[src/rtl/rv32i_pkg.sv]
// Shared RV32I core constants: default datapath widths and writeback requester numbering.
package rv32i_pkg;

  localparam int WORD_WTH_DEF    = 32;
  localparam int REG_INX_WTH_DEF = 5;
  localparam int REG_NUM_DEF     = 32;
  localparam int REQ_NUM_DEF     = 3;

  localparam int REQ_ALU = 0;
  localparam int REQ_LSU = 1;
  localparam int REQ_MDU = 2;

  // Width of a pointer into n requesters; never zero so single-requester builds stay legal.
  function automatic int ptr_wth(int n);
    return (n > 1) ? $clog2(n) : 1;
  endfunction

endpackage

[src/rtl/rv32i_wbck_sched_if.sv]
// Writeback request bus between the execution units (master) and the writeback scheduler (slave).
// Handshake: a requester raises req_valid[n] with stable req_idx/req_dat slice n and holds all three
// until req_ready[n] is seen high at a rising edge; valid&&ready at that edge is the transfer.
interface rv32i_wbck_sched_if
  import rv32i_pkg::*;
#(
  parameter int WORD_WTH    = WORD_WTH_DEF,
  parameter int REG_INX_WTH = REG_INX_WTH_DEF,
  parameter int REQ_NUM     = REQ_NUM_DEF
);

  logic [REQ_NUM-1:0]             req_valid;
  logic [REQ_NUM-1:0]             req_ready;
  logic [REQ_NUM*REG_INX_WTH-1:0] req_idx;
  logic [REQ_NUM*WORD_WTH-1:0]    req_dat;

  modport master (output req_valid, output req_idx, output req_dat, input req_ready);
  modport slave  (input req_valid, input req_idx, input req_dat, output req_ready);

endinterface

[src/rtl/rv32i_rr_arb.sv]
// Combinational round-robin arbiter: first valid requester at or after ptr, wrapping modulo N.
module rv32i_rr_arb
  import rv32i_pkg::*;
#(
  parameter int N       = REQ_NUM_DEF,
  parameter int PTR_WTH = ptr_wth(N)
) (
  input  logic [N-1:0]       valid,
  input  logic [PTR_WTH-1:0] ptr,
  output logic [N-1:0]       grant
);

  int               kk;
  logic [PTR_WTH-1:0] k;
  logic             found;

  always_comb begin
    grant = '0;
    found = 1'b0;
    kk    = 0;
    k     = '0;
    for (int off = 0; off < N; off++) begin
      kk = int'(ptr) + off;
      if (kk >= N) kk = kk - N;
      k = PTR_WTH'(kk);
      if (!found && valid[k]) begin
        grant[k] = 1'b1;
        found    = 1'b1;
      end
    end
  end

endmodule

[src/rtl/rv32i_wbck_sched.sv]
// Writeback scheduler: arbitrates execution-unit results onto the single regfile write port
// and tracks pending destinations so issue can stall on read-after-write hazards.
module rv32i_wbck_sched
  import rv32i_pkg::*;
#(
  parameter int WORD_WTH    = WORD_WTH_DEF,
  parameter int REG_INX_WTH = REG_INX_WTH_DEF,
  parameter int REG_NUM     = REG_NUM_DEF,
  parameter int REQ_NUM     = REQ_NUM_DEF,
  parameter int PTR_WTH     = ptr_wth(REQ_NUM)
) (
  input  logic                   clk,
  input  logic                   rst,
  rv32i_wbck_sched_if.slave      req,
  output logic                   wbck_dest_wen,
  output logic [REG_INX_WTH-1:0] wbck_dest_idx,
  output logic [WORD_WTH-1:0]    wbck_dest_dat,
  input  logic                   sb_set_en,
  input  logic [REG_INX_WTH-1:0] sb_set_idx,
  input  logic [REG_INX_WTH-1:0] chk_src1_idx,
  input  logic [REG_INX_WTH-1:0] chk_src2_idx,
  output logic                   chk_src1_busy,
  output logic                   chk_src2_busy,
  output logic [PTR_WTH-1:0]     dbg_rr_ptr
);

  logic [PTR_WTH-1:0]     rr_ptr;
  logic [PTR_WTH-1:0]     rr_ptr_nxt;
  logic [PTR_WTH-1:0]     gnt_inx;
  logic [REQ_NUM-1:0]     gnt;
  logic [REQ_NUM-1:0]     ready;
  logic                   gnt_any;
  logic [REG_INX_WTH-1:0] sel_idx;
  logic [WORD_WTH-1:0]    sel_dat;

  logic [REG_NUM-1:1]     pending;
  logic [REG_NUM-1:0]     pend_full;
  logic [REG_NUM-1:0]     set_vec;
  logic [REG_NUM-1:0]     clr_vec;
  logic [REG_NUM-1:0]     pend_nxt;

  rv32i_rr_arb #(
    .N       (REQ_NUM),
    .PTR_WTH (PTR_WTH)
  ) u_arb (
    .valid (req.req_valid),
    .ptr   (rr_ptr),
    .grant (gnt)
  );

  // No grant while reset is held, so nothing in flight can reach the regfile.
  assign ready         = rst ? gnt : '0;
  assign req.req_ready = ready;
  assign dbg_rr_ptr    = rr_ptr;

  always_comb begin
    gnt_any = 1'b0;
    gnt_inx = '0;
    sel_idx = '0;
    sel_dat = '0;
    for (int i = 0; i < REQ_NUM; i++) begin
      if (ready[i]) begin
        gnt_any = 1'b1;
        gnt_inx = PTR_WTH'(i);
        sel_idx = req.req_idx[i*REG_INX_WTH +: REG_INX_WTH];
        sel_dat = req.req_dat[i*WORD_WTH +: WORD_WTH];
      end
    end
  end

  assign rr_ptr_nxt = (gnt_inx == PTR_WTH'(REQ_NUM - 1)) ? '0 : gnt_inx + 1'b1;

  always_ff @(posedge clk) begin
    if (!rst) begin
      rr_ptr <= '0;
    end else if (gnt_any) begin
      rr_ptr <= rr_ptr_nxt;
    end
  end

  // x0 writes still consume the grant but never pulse the regfile enable.
  always_ff @(posedge clk) begin
    if (!rst) begin
      wbck_dest_wen <= 1'b0;
      wbck_dest_idx <= '0;
      wbck_dest_dat <= '0;
    end else begin
      wbck_dest_wen <= gnt_any && (sel_idx != '0);
      if (gnt_any) begin
        wbck_dest_idx <= sel_idx;
        wbck_dest_dat <= sel_dat;
      end
    end
  end

  // Set is applied after clear so a re-issue of the register being written keeps it pending.
  always_comb begin
    pend_full = {pending, 1'b0};
    set_vec   = sb_set_en ? ({{(REG_NUM-1){1'b0}}, 1'b1} << sb_set_idx) : '0;
    clr_vec   = wbck_dest_wen ? ({{(REG_NUM-1){1'b0}}, 1'b1} << wbck_dest_idx) : '0;
    pend_nxt  = (pend_full & ~clr_vec) | set_vec;
  end

  always_ff @(posedge clk) begin
    if (!rst) begin
      pending <= '0;
    end else begin
      pending <= pend_nxt[REG_NUM-1:1];
    end
  end

  // A write landing this cycle is forwarded by the regfile, so it no longer counts as busy.
  assign chk_src1_busy = pend_full[chk_src1_idx] &
                         ~(wbck_dest_wen && (wbck_dest_idx == chk_src1_idx));
  assign chk_src2_busy = pend_full[chk_src2_idx] &
                         ~(wbck_dest_wen && (wbck_dest_idx == chk_src2_idx));

endmodule

[src/flat_wrapper.sv]
// flat-port wrapper written by rule: the top's interface ports become plain ports
module rv32i_wbck_sched_flat import rv32i_pkg::*;
#(
  parameter int WORD_WTH    = WORD_WTH_DEF,
  parameter int REG_INX_WTH = REG_INX_WTH_DEF,
  parameter int REG_NUM     = REG_NUM_DEF,
  parameter int REQ_NUM     = REQ_NUM_DEF,
  parameter int PTR_WTH     = ptr_wth(REQ_NUM)
)
  (clk, rst, wbck_dest_wen, wbck_dest_idx, wbck_dest_dat, sb_set_en, sb_set_idx, chk_src1_idx, chk_src2_idx, chk_src1_busy, chk_src2_busy, dbg_rr_ptr, req_req_valid, req_req_idx, req_req_dat, req_req_ready);
  rv32i_wbck_sched_if #(.WORD_WTH(WORD_WTH), .REG_INX_WTH(REG_INX_WTH), .REQ_NUM(REQ_NUM)) req_i ();
  input  logic clk;
  input  logic rst;
  output logic wbck_dest_wen;
  output logic [REG_INX_WTH-1:0] wbck_dest_idx;
  output logic [WORD_WTH-1:0] wbck_dest_dat;
  input  logic sb_set_en;
  input  logic [REG_INX_WTH-1:0] sb_set_idx;
  input  logic [REG_INX_WTH-1:0] chk_src1_idx;
  input  logic [REG_INX_WTH-1:0] chk_src2_idx;
  output logic chk_src1_busy;
  output logic chk_src2_busy;
  output logic [PTR_WTH-1:0] dbg_rr_ptr;
  input wire logic [$bits(req_i.req_valid)-1:0] req_req_valid;
  input wire logic [$bits(req_i.req_idx)-1:0] req_req_idx;
  input wire logic [$bits(req_i.req_dat)-1:0] req_req_dat;
  output wire logic [$bits(req_i.req_ready)-1:0] req_req_ready;
  assign req_i.req_valid = req_req_valid;
  assign req_i.req_idx = req_req_idx;
  assign req_i.req_dat = req_req_dat;
  assign req_req_ready = req_i.req_ready;
  rv32i_wbck_sched #(.WORD_WTH(WORD_WTH), .REG_INX_WTH(REG_INX_WTH), .REG_NUM(REG_NUM), .REQ_NUM(REQ_NUM), .PTR_WTH(PTR_WTH)) u_core (.clk(clk), .rst(rst), .req(req_i), .wbck_dest_wen(wbck_dest_wen), .wbck_dest_idx(wbck_dest_idx), .wbck_dest_dat(wbck_dest_dat), .sb_set_en(sb_set_en), .sb_set_idx(sb_set_idx), .chk_src1_idx(chk_src1_idx), .chk_src2_idx(chk_src2_idx), .chk_src1_busy(chk_src1_busy), .chk_src2_busy(chk_src2_busy), .dbg_rr_ptr(dbg_rr_ptr));
endmodule
[config.mk]
export PLATFORM = sky130hd
export DESIGN_NAME = rv32i_wbck_sched_flat
export DESIGN_NICKNAME = d
export VERILOG_FILES = /design/src/rtl/rv32i_pkg.sv /design/src/rtl/rv32i_wbck_sched_if.sv /design/src/rtl/rv32i_rr_arb.sv /design/src/rtl/rv32i_wbck_sched.sv /design/src/flat_wrapper.sv
export SDC_FILE = /design/constraint.sdc
export NUM_CORES = 1
export LEC_CHECK = 0
export CELL_PAD_IN_SITES_DETAIL_PLACEMENT = 0
export CELL_PAD_IN_SITES_GLOBAL_PLACEMENT = 1
export CORE_UTILIZATION = 30
export CTS_BUF_LIST = sky130_fd_sc_hd__clkbuf_2 sky130_fd_sc_hd__clkbuf_4 sky130_fd_sc_hd__clkbuf_8
export CTS_CLUSTER_SIZE = 24
export DETAILED_ROUTE_END_ITERATION = 10
export PLACE_DENSITY_LB_ADDON = 0.08
export SYNTH_ARGS = -nofsm -noshare
export SYNTH_HDL_FRONTEND = slang
export SYNTH_HIERARCHICAL = 1
export SYNTH_SLANG_ARGS = --single-unit
[constraint.sdc]
create_clock -name clk -period 8.58 [get_ports clk]
set_clock_uncertainty 0.05 [all_clocks]
set_input_delay 0.858 -clock clk [delete_from_list [all_inputs] [get_ports clk]]
set_output_delay 0.858 -clock clk [all_outputs]
set_load 0.02 [all_outputs]
# After elaboration in Yosys (flattened, before gate mapping)
# Index checks and enable logic that the tools add are counted.
[word_totals]
word_cells = 86
register_bits = 71
inputBits = 132
[op_classes]
addsub = 6
order_cmp = 11
muxes = 39
reduce_logical = 11
shifts = 2
n_eq_ne = 3
bitwise = 9
[op_table]
columns = ["operator", "n"]
rows = [
  ["two-way mux 32 bit", 5],
  ["left shift 1 x 5 -> 32 bit (first input constant)", 2],
  ["AND 32 bit", 1],
  ["inverter 32 bit", 1],
  ["bitwise OR 32 bit", 1],
  ["two-way mux 5 bit", 3],
  ["two-way mux 1 bit", 14],
  ["< comparator 5 x 6 -> 1 bit (second input constant)", 2],
  ["two-way mux 3 bit", 4],
  ["binary-select mux 1 bit (select 5 bit)", 2],
  ["equality test 5 bit", 2],
  ["two-way mux 2 bit", 5],
  ["< comparator 2 x 3 -> 1 bit (second input constant)", 3],
  ["logical AND 1 bit", 8],
  ["binary-select mux 1 bit (select 2 bit)", 3],
  ["demux 1 bit (select 2 bit)", 3],
  [">= comparator 2 x 1 -> 1 bit (second input constant)", 3],
  [">= comparator 3 x 2 -> 1 bit (second input constant)", 2],
  ["bitwise OR 3 bit", 2],
  ["subtractor 2 bit (second input constant)", 3],
  ["nonzero test 5 bit", 1],
  ["adder 2 x 1 -> 3 bit (second input constant)", 1],
  ["adder 2 x 2 -> 3 bit (second input constant)", 1],
  ["adder 2 x 1 -> 2 bit (second input constant)", 1],
  ["5 further kinds", 8],
]

# Depth between registers and ports, before layout
# Gate-level depths: netlist of run 1.
[depth]
ltp_word = 17
ltp_mapped = 14
depth_no_buf = 10

# Modules after synthesis
# Netlist of run 1, hierarchy kept.
[by_module_without_submodules]
columns = ["mod", "cells_each", "area_each_um2", "instances"]
rows = [
  ["rv32i_wbck_sched", 488, 4146.5, 1],
  ["rv32i_rr_arb", 34, 260.2, 1],
]

# Worst setup path before layout of run 1
# OpenSTA, ideal clock, no wires.
[synth_timing]
path_kind = "register to output"
start = "register u_core.rr_ptr[0] (netlist: u_core/dbg_rr_ptr[0])"
end = "output port req_req_ready[1]"
path_slack_ns = 5.271
n_path_buf = 2
t_arrival_ns = 2.401
stages_incl_launch_ff = 10
required_time_ns = 7.672
path_cell_list = "dfxtp_1 inv_1 ha_1 inv_2 or3_4 a21oi_2 a22o_1 clkbuf_1 and2_1 buf_2"
[synth_between]
elab_chain_cells = 12
[synth_lines]
columns = ["item", "line_no", "source"]
rows = [
  ["start: declaration", "rv32i_wbck_sched.sv:27", "logic [PTR_WTH-1:0] rr_ptr;"],
  ["start signal: assignment", "rv32i_wbck_sched.sv:77", "rr_ptr <= rr_ptr_nxt;"],
  ["adder 2 x 1 -> 3 bit, or another cell as far along", "rv32i_rr_arb.sv:23", "kk = int'(ptr) + off;"],
  [">= comparator 3 x 2 -> 1 bit, or another cell as far along", "rv32i_rr_arb.sv:24", "if (kk >= N) kk = kk - N;"],
  ["two-way mux 2 bit, or another cell as far along", "rv32i_rr_arb.sv:24", ""],
  ["< comparator 2 x 3 -> 1 bit (not written as such), or another cell as far along", "rv32i_rr_arb.sv:27", "grant[k] = 1'b1;"],
  ["logical AND 1 bit (not written as such), or another cell as far along", "rv32i_rr_arb.sv:27", ""],
  ["two-way mux 1 bit (not written as such), or another cell as far along", "rv32i_rr_arb.sv:27", ""],
  ["demux 1 bit (select 2 bit), or another cell as far along", "rv32i_rr_arb.sv:27", ""],
  ["bitwise OR 3 bit (no line) / two-way mux 1 bit (equally long branches)", "-", ""],
  ["two-way mux 3 bit / logical NOT 1 bit (equally long branches)", "rv32i_rr_arb.sv:26", "if (!found && valid[k]) begin"],
  ["bitwise OR 3 bit (no line) / logical AND 1 bit (equally long branches)", "-", ""],
  ["two-way mux 3 bit (*)", "rv32i_rr_arb.sv:26", ""],
  ["net u_core.gnt[1]", "rv32i_wbck_sched.sv:30", "logic [REQ_NUM-1:0] gnt;"],
  ["two-way mux 3 bit (*)", "rv32i_wbck_sched.sv:52", "assign ready = rst ? gnt : '0;"],
  ["end: declaration", "flat_wrapper.sv:27", "output wire logic [$bits(req_i.req_ready)-1:0] req_req_ready;"],
]
# Mark *: on every way through the listed nets, which the timed path passes. The rest lies on a longest branch. The select of a mux whose other input is x is not followed.

# Worst setup path in the final report of run 1
[layout_timing]
start = "input port req_req_valid[2]"
end = "output port req_req_ready[1]"
[layout_between]
elab_chain_cells = 10
[layout_lines]
columns = ["item", "line_no", "source"]
rows = [
  ["start: declaration", "flat_wrapper.sv:24", "input wire logic [$bits(req_i.req_valid)-1:0] req_req_valid;"],
  ["binary-select mux 1 bit (select 2 bit)", "rv32i_rr_arb.sv:26", ""],
  ["two-way mux 1 bit (not written as such)", "rv32i_rr_arb.sv:26", ""],
  ["two-way mux 1 bit", "rv32i_rr_arb.sv:26", ""],
  ["logical NOT 1 bit", "rv32i_rr_arb.sv:26", ""],
  ["logical AND 1 bit", "rv32i_rr_arb.sv:26", ""],
  ["two-way mux 1 bit", "rv32i_rr_arb.sv:26", ""],
  ["logical NOT 1 bit", "rv32i_rr_arb.sv:26", ""],
  ["logical AND 1 bit", "rv32i_rr_arb.sv:26", ""],
  ["two-way mux 3 bit (*)", "rv32i_rr_arb.sv:26", ""],
  ["net u_core.gnt[1]", "rv32i_wbck_sched.sv:30", ""],
  ["two-way mux 3 bit (*)", "rv32i_wbck_sched.sv:52", ""],
]
# Marks and branches as above.

==> results.yml, run 1 <==
placement:
  gp_congestion: 0.880
  place_hpwl_mm: 11.8
  port_buffers: 176
  dpl_cell_area_sq_um: 6230
  pre_cts_ws_ns: 3.93
timing:
  setup_viol: 0
  setup_tns_ns: 0
  maxSlewViolCount: 0
  worst_slew_pin_slew_ns: 0.660
  rsz0062_at_grt: "no"
  slew_headroom_pct: 55.9
  clock.fmax_mhz: 216
  min_period_ns: 4.64
  hold_viol: 0
  final.setup.worst_slack_ns: 3.94
  finalCritPeriodShare_pct: 54.1
  hold_ws_ns: 0.403
global_routing:
  grt_use_total_pct: 20.7
  grt_antenna_before_repair: 0
  grt_pass1_vias: 4470
  grt_start_max_net_pins: 74
  grt_overflow: 0
  grt_pass1_wl_mm: 23.9
setup_path:
  crit_top_cell: "clkdlybuf4s50_1"
  r2r_cells: 10
  worstPathMaxFanout: 15
  r2r_end: "u_core/wbck_dest_dat[13]$_SDFFE_PN0P_"
  r2r_start: "u_core/dbg_rr_ptr[0]$_SDFFE_PN0P_"
  path_class: "in2out"
  cp-startpoint: "req_req_valid[2]"
  max_stage_delay_ns: 0.69
  slowest_stage: "clkdlybuf4s50_1"
  cp-end-kind: "output port"
  cp-start-kind: "input pin"
  worstPathArrival_ns: 3.73
  ff2ff_setup_slack_ns: 4.86
  crit_chain: "clkdlybuf4s50_1, inv_1, or3_4, a21oi_2, a22o_1, and2_1, clkdlybuf4s50_1"
  required_ns: 7.67
cts:
  numCtsBuffers: 9
  htreeDepth: 3
  cts_root_buffer: "clkbuf_8"
  insertion_delay_ns: 0.35
  hold_buffers: 0
  cts_tree: "built"
  post_cts_resized: 0
  clkSinkCount: 71
  post_cts.repair.setup_buffers: 0
  clk_pin_slew_worst_paths_ns: 0.08
  clock_path_buffers: 2
synth:
  synth-warning-count: 6
  async_flop_share_pct: 0
  synth_area_per_cell_sq_um: 8.44
  synth-seq-area-share_pct: 32.3
  syn_area_sq_um: 4410
  synth-seq-cells: 71
  synth_edf_count: 0
  ys_types: 57
  synth_nets: 658
  synth_flop_cell: "dfxtp_1"
  synthCells: 522
floorplan:
  initial_utilization_pct: 31.3
  die_area_sq_um: 15200
  coreArea_sq_um: 14100
  ios: 177
  die_w_um: 123
  row_count: 43
  dieHeight_um: 123
route:
  routed_wl_mm: 15.2
  antenna_left: 0
  vias_per_cell: 5.17
  vias: 4420
  routedWlPerCell_um: 17.8
  dr.first_iter.drc_count: 225
  detail_route.first_pass.iterations: 4
  drc_errors: 0
power_and_ir_drop:
  power_mw: 1.78
  power_density_nw_per_um2: 274
  power.leakage_nw: 2.26
  ir_drop_mv: 0.112
hold_path:
  hp-class: "reg2reg"
  whs_endpoint: "u_core/wbck_dest_dat[20]$_SDFFE_PN0P_"
  hp-start: "u_core/wbck_dest_dat[20]$_SDFFE_PN0P_"
  min_path_cells: 2
final_layout:
  layout.nets: 806
  layout_common_cells: "clkdlybuf4s50_1 (175), dfxtp_1 (71), nand2_1 (66)"
  layout_commonest_cell: "clkdlybuf4s50_1"
  multi_input_area_sq_um: 2770
  num_antenna_cells: 0
  fillers: 1442
  regArea_sq_um: 1420
  drive_gt1_share_pct: 5.93
  syn2layout_area_growth_pct: 47.4
  stdcell_area_sq_um: 6490
flow_run:
  cap_viol_max_count: 0
run_status:
  status: "complete, no violations"
## kinds of logic (layout without fill, tap and decap cells)
family / count (synthesis) / in the layout / synth area share (%)
AOI/OAI and AO/OA: 170 / 170 / 27.0
xor gates and xnor gates: 10 / 10 / 1.99
adders and majority gates: 4 / 4 / 1.14
buffers and inverters: 51 / 204 / 5.28
DFF: 71 / 71 / 32.3
muxes: 20 / 20 / 8.12
and+or+nand+nor: 196 / 196 / 24.2
## synthesized netlist by cell type (4+ instances only)
master,n,share of area [%]
nor2b_1,20,2.8
mux4_2,12,6.1
nand3_1,13,1.5
xnor2_1,10,2.0
nand2b_1,27,3.8
and2_1,22,3.1
clkbuf_1,26,2.2
dfxtp_1,71,32
and3_1,9,1.3
o22ai_1,5,0.71
nor2_1,8,0.68
a221oi_1,17,3.4
nand2_1,66,5.6
ha_1,4,1.1
inv_1,7,0.60
nand3b_1,7,1.2
o221ai_1,18,3.6
o21ai_0,29,3.3
mux2_1,6,1.5
buf_2,11,1.2
or3b_1,4,0.79
o32ai_1,5,0.99
o21ai_1,32,3.6
a21boi_1,37,6.3
## flip-flops by register name (all words and copies together), names as in the netlist
register	cells
u_core/wbck_dest_wen	1
u_core/dbg_rr_ptr	2
u_core/pending	31
u_core/wbck_dest_dat	32
u_core/wbck_dest_idx	5
## power breakdown
part / switching, mW / internal (mW) / total (mW) / leakage (nW)
Sequential: 0.0774 / 0.410 / 0.488 / 0.580
Clock: 0.138 / 0.224 / 0.362 / 0.130
Combinational: 0.505 / 0.427 / 0.932 / 1.55
Total: 0.721 / 1.06 / 1.78 / 2.26
## worst max-delay path by stage
stage | endpoint | slack (ns) | depth (start not counted)
2_1_floorplan | req_req_ready[1] | 5.27 | 9
3_3_place_gp | req_req_ready[2] | 4.00 | 9
3_5_place_dp | req_req_ready[2] | 3.93 | 9
4_1_cts | req_req_ready[1] | 3.93 | 7
5_1_grt | req_req_ready[2] | 3.69 | 9
6_report | req_req_ready[1] | 3.94 | 7
## through the flow
| step | util, % | instances |
|---|---|---|
| floorplan | - | 522 |
| global placement | 44.2 | 839 |
| detailed placement | 44.2 | 839 |
| CTS | 46.1 | 855 |
| global route | 46.1 | 855 |
| finish | 46.1 | 855 |
## critical path, delay by kind of cell
| kind | cells | cell delay [ns] |
|---|---|---|
| compound gates | 2 | 0.68 |
| buf+inv | 3 | 1.38 |
| simple gates | 2 | 0.80 |
## final cells by class
type                            count  area share, %
Clock buffer                        9           1.91
Clock inverter                      7           2.23
Inverter                            9          0.520
Multi-Input combinational cell    400           42.6
Sequential cell                    71           21.9
Tap cell                          180           3.47
Timing Repair Buffer              179           27.4
## routing by layer
layer / vias up / part of all wire, % / track usage, %
met5: - / 0 / 0
met4: 0 / 0.86 / 5.57
met3: 10 / 7.7 / 6.60
met2: 152 / 49 / 35.8
met1: 2043 / 42 / 24.5
li1: 2215 / - / -
Power figures use the tool's default switching activity.
==> run 2, diff against run 1 <==
--- a/config.mk
+++ b/config.mk
@@ -7,7 +7,7 @@
 export LEC_CHECK = 0
 export CELL_PAD_IN_SITES_DETAIL_PLACEMENT = 0
 export CELL_PAD_IN_SITES_GLOBAL_PLACEMENT = 1
-export CORE_UTILIZATION = 30
+export CORE_UTILIZATION = 29
 export CTS_BUF_LIST = sky130_fd_sc_hd__clkbuf_2 sky130_fd_sc_hd__clkbuf_4 sky130_fd_sc_hd__clkbuf_8
 export CTS_CLUSTER_SIZE = 24
 export DETAILED_ROUTE_END_ITERATION = 10
==> constraint.sdc (replaced) <==
create_clock -name clk -period 4 [get_ports clk]
set_clock_uncertainty 0.05 [all_clocks]
set_input_delay 0.4 -clock clk [delete_from_list [all_inputs] [get_ports clk]]
set_output_delay 0.4 -clock clk [all_outputs]
set_load 0.02 [all_outputs]
==> results.yml, run 2 (same netlist as run 1, synthesis figures left out) <==
cts:
  numCtsBuffers: 9
  hold_buffers: 0
  htreeDepth: 3
  cts_root_buffer: "clkbuf_8"
  insertion_delay_ns: 0.35
  clk_pin_slew_worst_paths_ns: 0.08
  clkSinkCount: 71
  clock_path_buffers: 2
  post_cts.repair.setup_buffers: 0
  cts_tree: "built"
power_and_ir_drop:
  power_density_nw_per_um2: 573
  power.share.clock_pct: 16.3
  p_switching_mw: 1.58
  ir_drop_mv: 0.257
  seqPwrFrac_pct: 28.0
  p_int_mw: 2.15
  power.leakage_nw: 2.26
  swShare_pct: 42.3
  combPwrFrac_pct: 55.7
global_routing:
  grt_start_max_net_pins: 56
  grt_pass1_wl_mm: 24.4
  grt_use_total_pct: 19.9
  grt_overflow: 0
  grt_antenna_before_repair: 1
  grt_pass1_vias: 4508
route:
  m1WireLength_mm: 6.38
  vias_per_cell: 5.22
  detail_route.first_pass.iterations: 10
  met3_wirelength_mm: 1.32
  routedWlPerCell_um: 18.0
  dr.first_iter.drc_count: 189
  drc_errors: 10
  antenna_left: 0
  routed_wl_mm: 15.6
  vias: 4517
  routed-wl-met2_mm: 7.71
  top_layer_used: "met4"
setup_path:
  required_ns: 3.55
  slowest_stage: "clkdlybuf4s50_1"
  max_stage_delay_ns: 0.65
  worstPathMaxFanout: 14
  crit_chain: "inv_1, ha_1, mux2i_1, a221o_1, o22ai_1, a22o_2, nand2_1, inv_4, clkdlybuf4s50_1"
  worstPathArrival_ns: 3.24
  path_class: "reg2out"
  ff2ff_setup_slack_ns: 0.57
  cp-end-kind: "output port"
  cp-start-kind: "register"
timing:
  rsz0062_at_grt: "no"
  finalCritPeriodShare_pct: 92.1
  maxSlewViolCount: 0
  slew_headroom_pct: 44.7
  worst_slew_pin_slew_ns: 0.830
  final.setup.worst_slack_ns: 0.315
  clock.fmax_mhz: 271
  setup_tns_ns: 0
  min_period_ns: 3.69
  hold_viol: 0
  setup_viol: 0
  hold_ws_ns: 0.400
floorplan:
  initial_utilization_pct: 30.0
  row_count: 44
  dieHeight_um: 125
  coreArea_sq_um: 14700
  die_w_um: 125
  ios: 177
  die_area_sq_um: 15700
final_layout:
  syn2layout_area_growth_pct: 47.4
  fillers: 1470
  fin_util_pct: 44.2
  reg_top3: "u_core/wbck_dest_dat (32), u_core/pending (31), u_core/wbck_dest_idx (5)"
  layout_commonest_cell: "clkdlybuf4s50_1"
  num_antenna_cells: 0
  drive_gt1_share_pct: 7.04
  regMostFlops: "u_core/wbck_dest_dat"
  layout.nets: 813
  largest_reg_flops: 32
  layout_common_cells: "clkdlybuf4s50_1 (175), dfxtp_1 (71), nand2_1 (66)"
run_status:
  status: "finished with violations"
  violations: "DRC"
placement:
  place_hpwl_mm: 12.2
  port_buffers: 176
  pre_cts_ws_ns: 0.469
  gp_congestion: 0.876
flow_run:
  cap_viol_max_count: 0
hold_path:
  hp-class: "reg2reg"
-- run 2: changes by cell type in the layout (fill, tap and decap cells not counted), moves of 2 or more --
cell	change
bufinv_16	-3
clkinvlp_4	+3
clkinv_4	-2
buf_4	+7
-- run 2: stage by stage --
step,instance area [sq um],instances,power (mW)
floorplan,4410,522,2.30
global placement,6280,850,3.11
detailed placement,6280,850,3.14
CTS,6490,866,3.76
global route,6490,866,3.99
finish,6490,866,3.72
-- run 2: critical path, delay by kind of cell (launching register included) --
kind                       cells  cell delay [ns]
buffers and inverters          3             0.99
muxes                          1             0.10
and+or+nand+nor                1             0.18
AOI/OAI and AO/OA              3             0.81
DFF                            1             0.41
adders and majority gates      1             0.39
-- run 2: path summary, 6_finish.rpt --
| check | cells past startpoint | to | from |
|---|---|---|---|
| min reg2reg | 2 | u_core/wbck_dest_dat[25]$_SDFFE_PN0P_ | u_core/wbck_dest_dat[25]$_SDFFE_PN0P_ |
| min | 2 | u_core/wbck_dest_dat[25]$_SDFFE_PN0P_ | u_core/wbck_dest_dat[25]$_SDFFE_PN0P_ |
| max reg2reg | 10 | u_core/wbck_dest_wen$_SDFF_PN0_ | u_core/dbg_rr_ptr[0]$_SDFFE_PN0P_ |
| max | 9 | req_req_ready[2] | u_core/dbg_rr_ptr[0]$_SDFFE_PN0P_ |
-- run 2: layout make-up --
type | count | area, sq um | share of cell area [%]
flip-flops and latches | 71 | 1420 | 21.9
clock buffers | 10 | 138 | 2.12
inverters | 9 | 36.3 | 0.559
repair buffers | 186 | 1830 | 28.2
multi-input cells | 400 | 2770 | 42.6
well taps | 184 | 230 | 3.55
clock inverters | 6 | 68.8 | 1.06
-- run 2: power groups by stage --
stage | logic [mW] | registers, mW | clock network, mW
after detailed placement | 2.08 | 1.06 | 0
after global routing | 2.26 | 1.08 | 0.654
after global placement | 2.06 | 1.05 | 0
after floorplan | 1.12 | 1.19 | 0
final | 2.07 | 1.04 | 0.608
after CTS | 2.09 | 1.05 | 0.625
-- run 2: repair_timing --
item                                    in CTS  in global routing
endpoints found under the setup margin       0                  1
endpoints found under the hold margin        0                  0
gates resized for setup                      0                  2
-- run 2: metal layers --
layer  GRT usage [%]  vias to the layer above
met5               0                        -
met4            5.38                        0
met3            7.15                       13
met2            34.9                      157
met1            22.7                     2113
li1                -                     2234
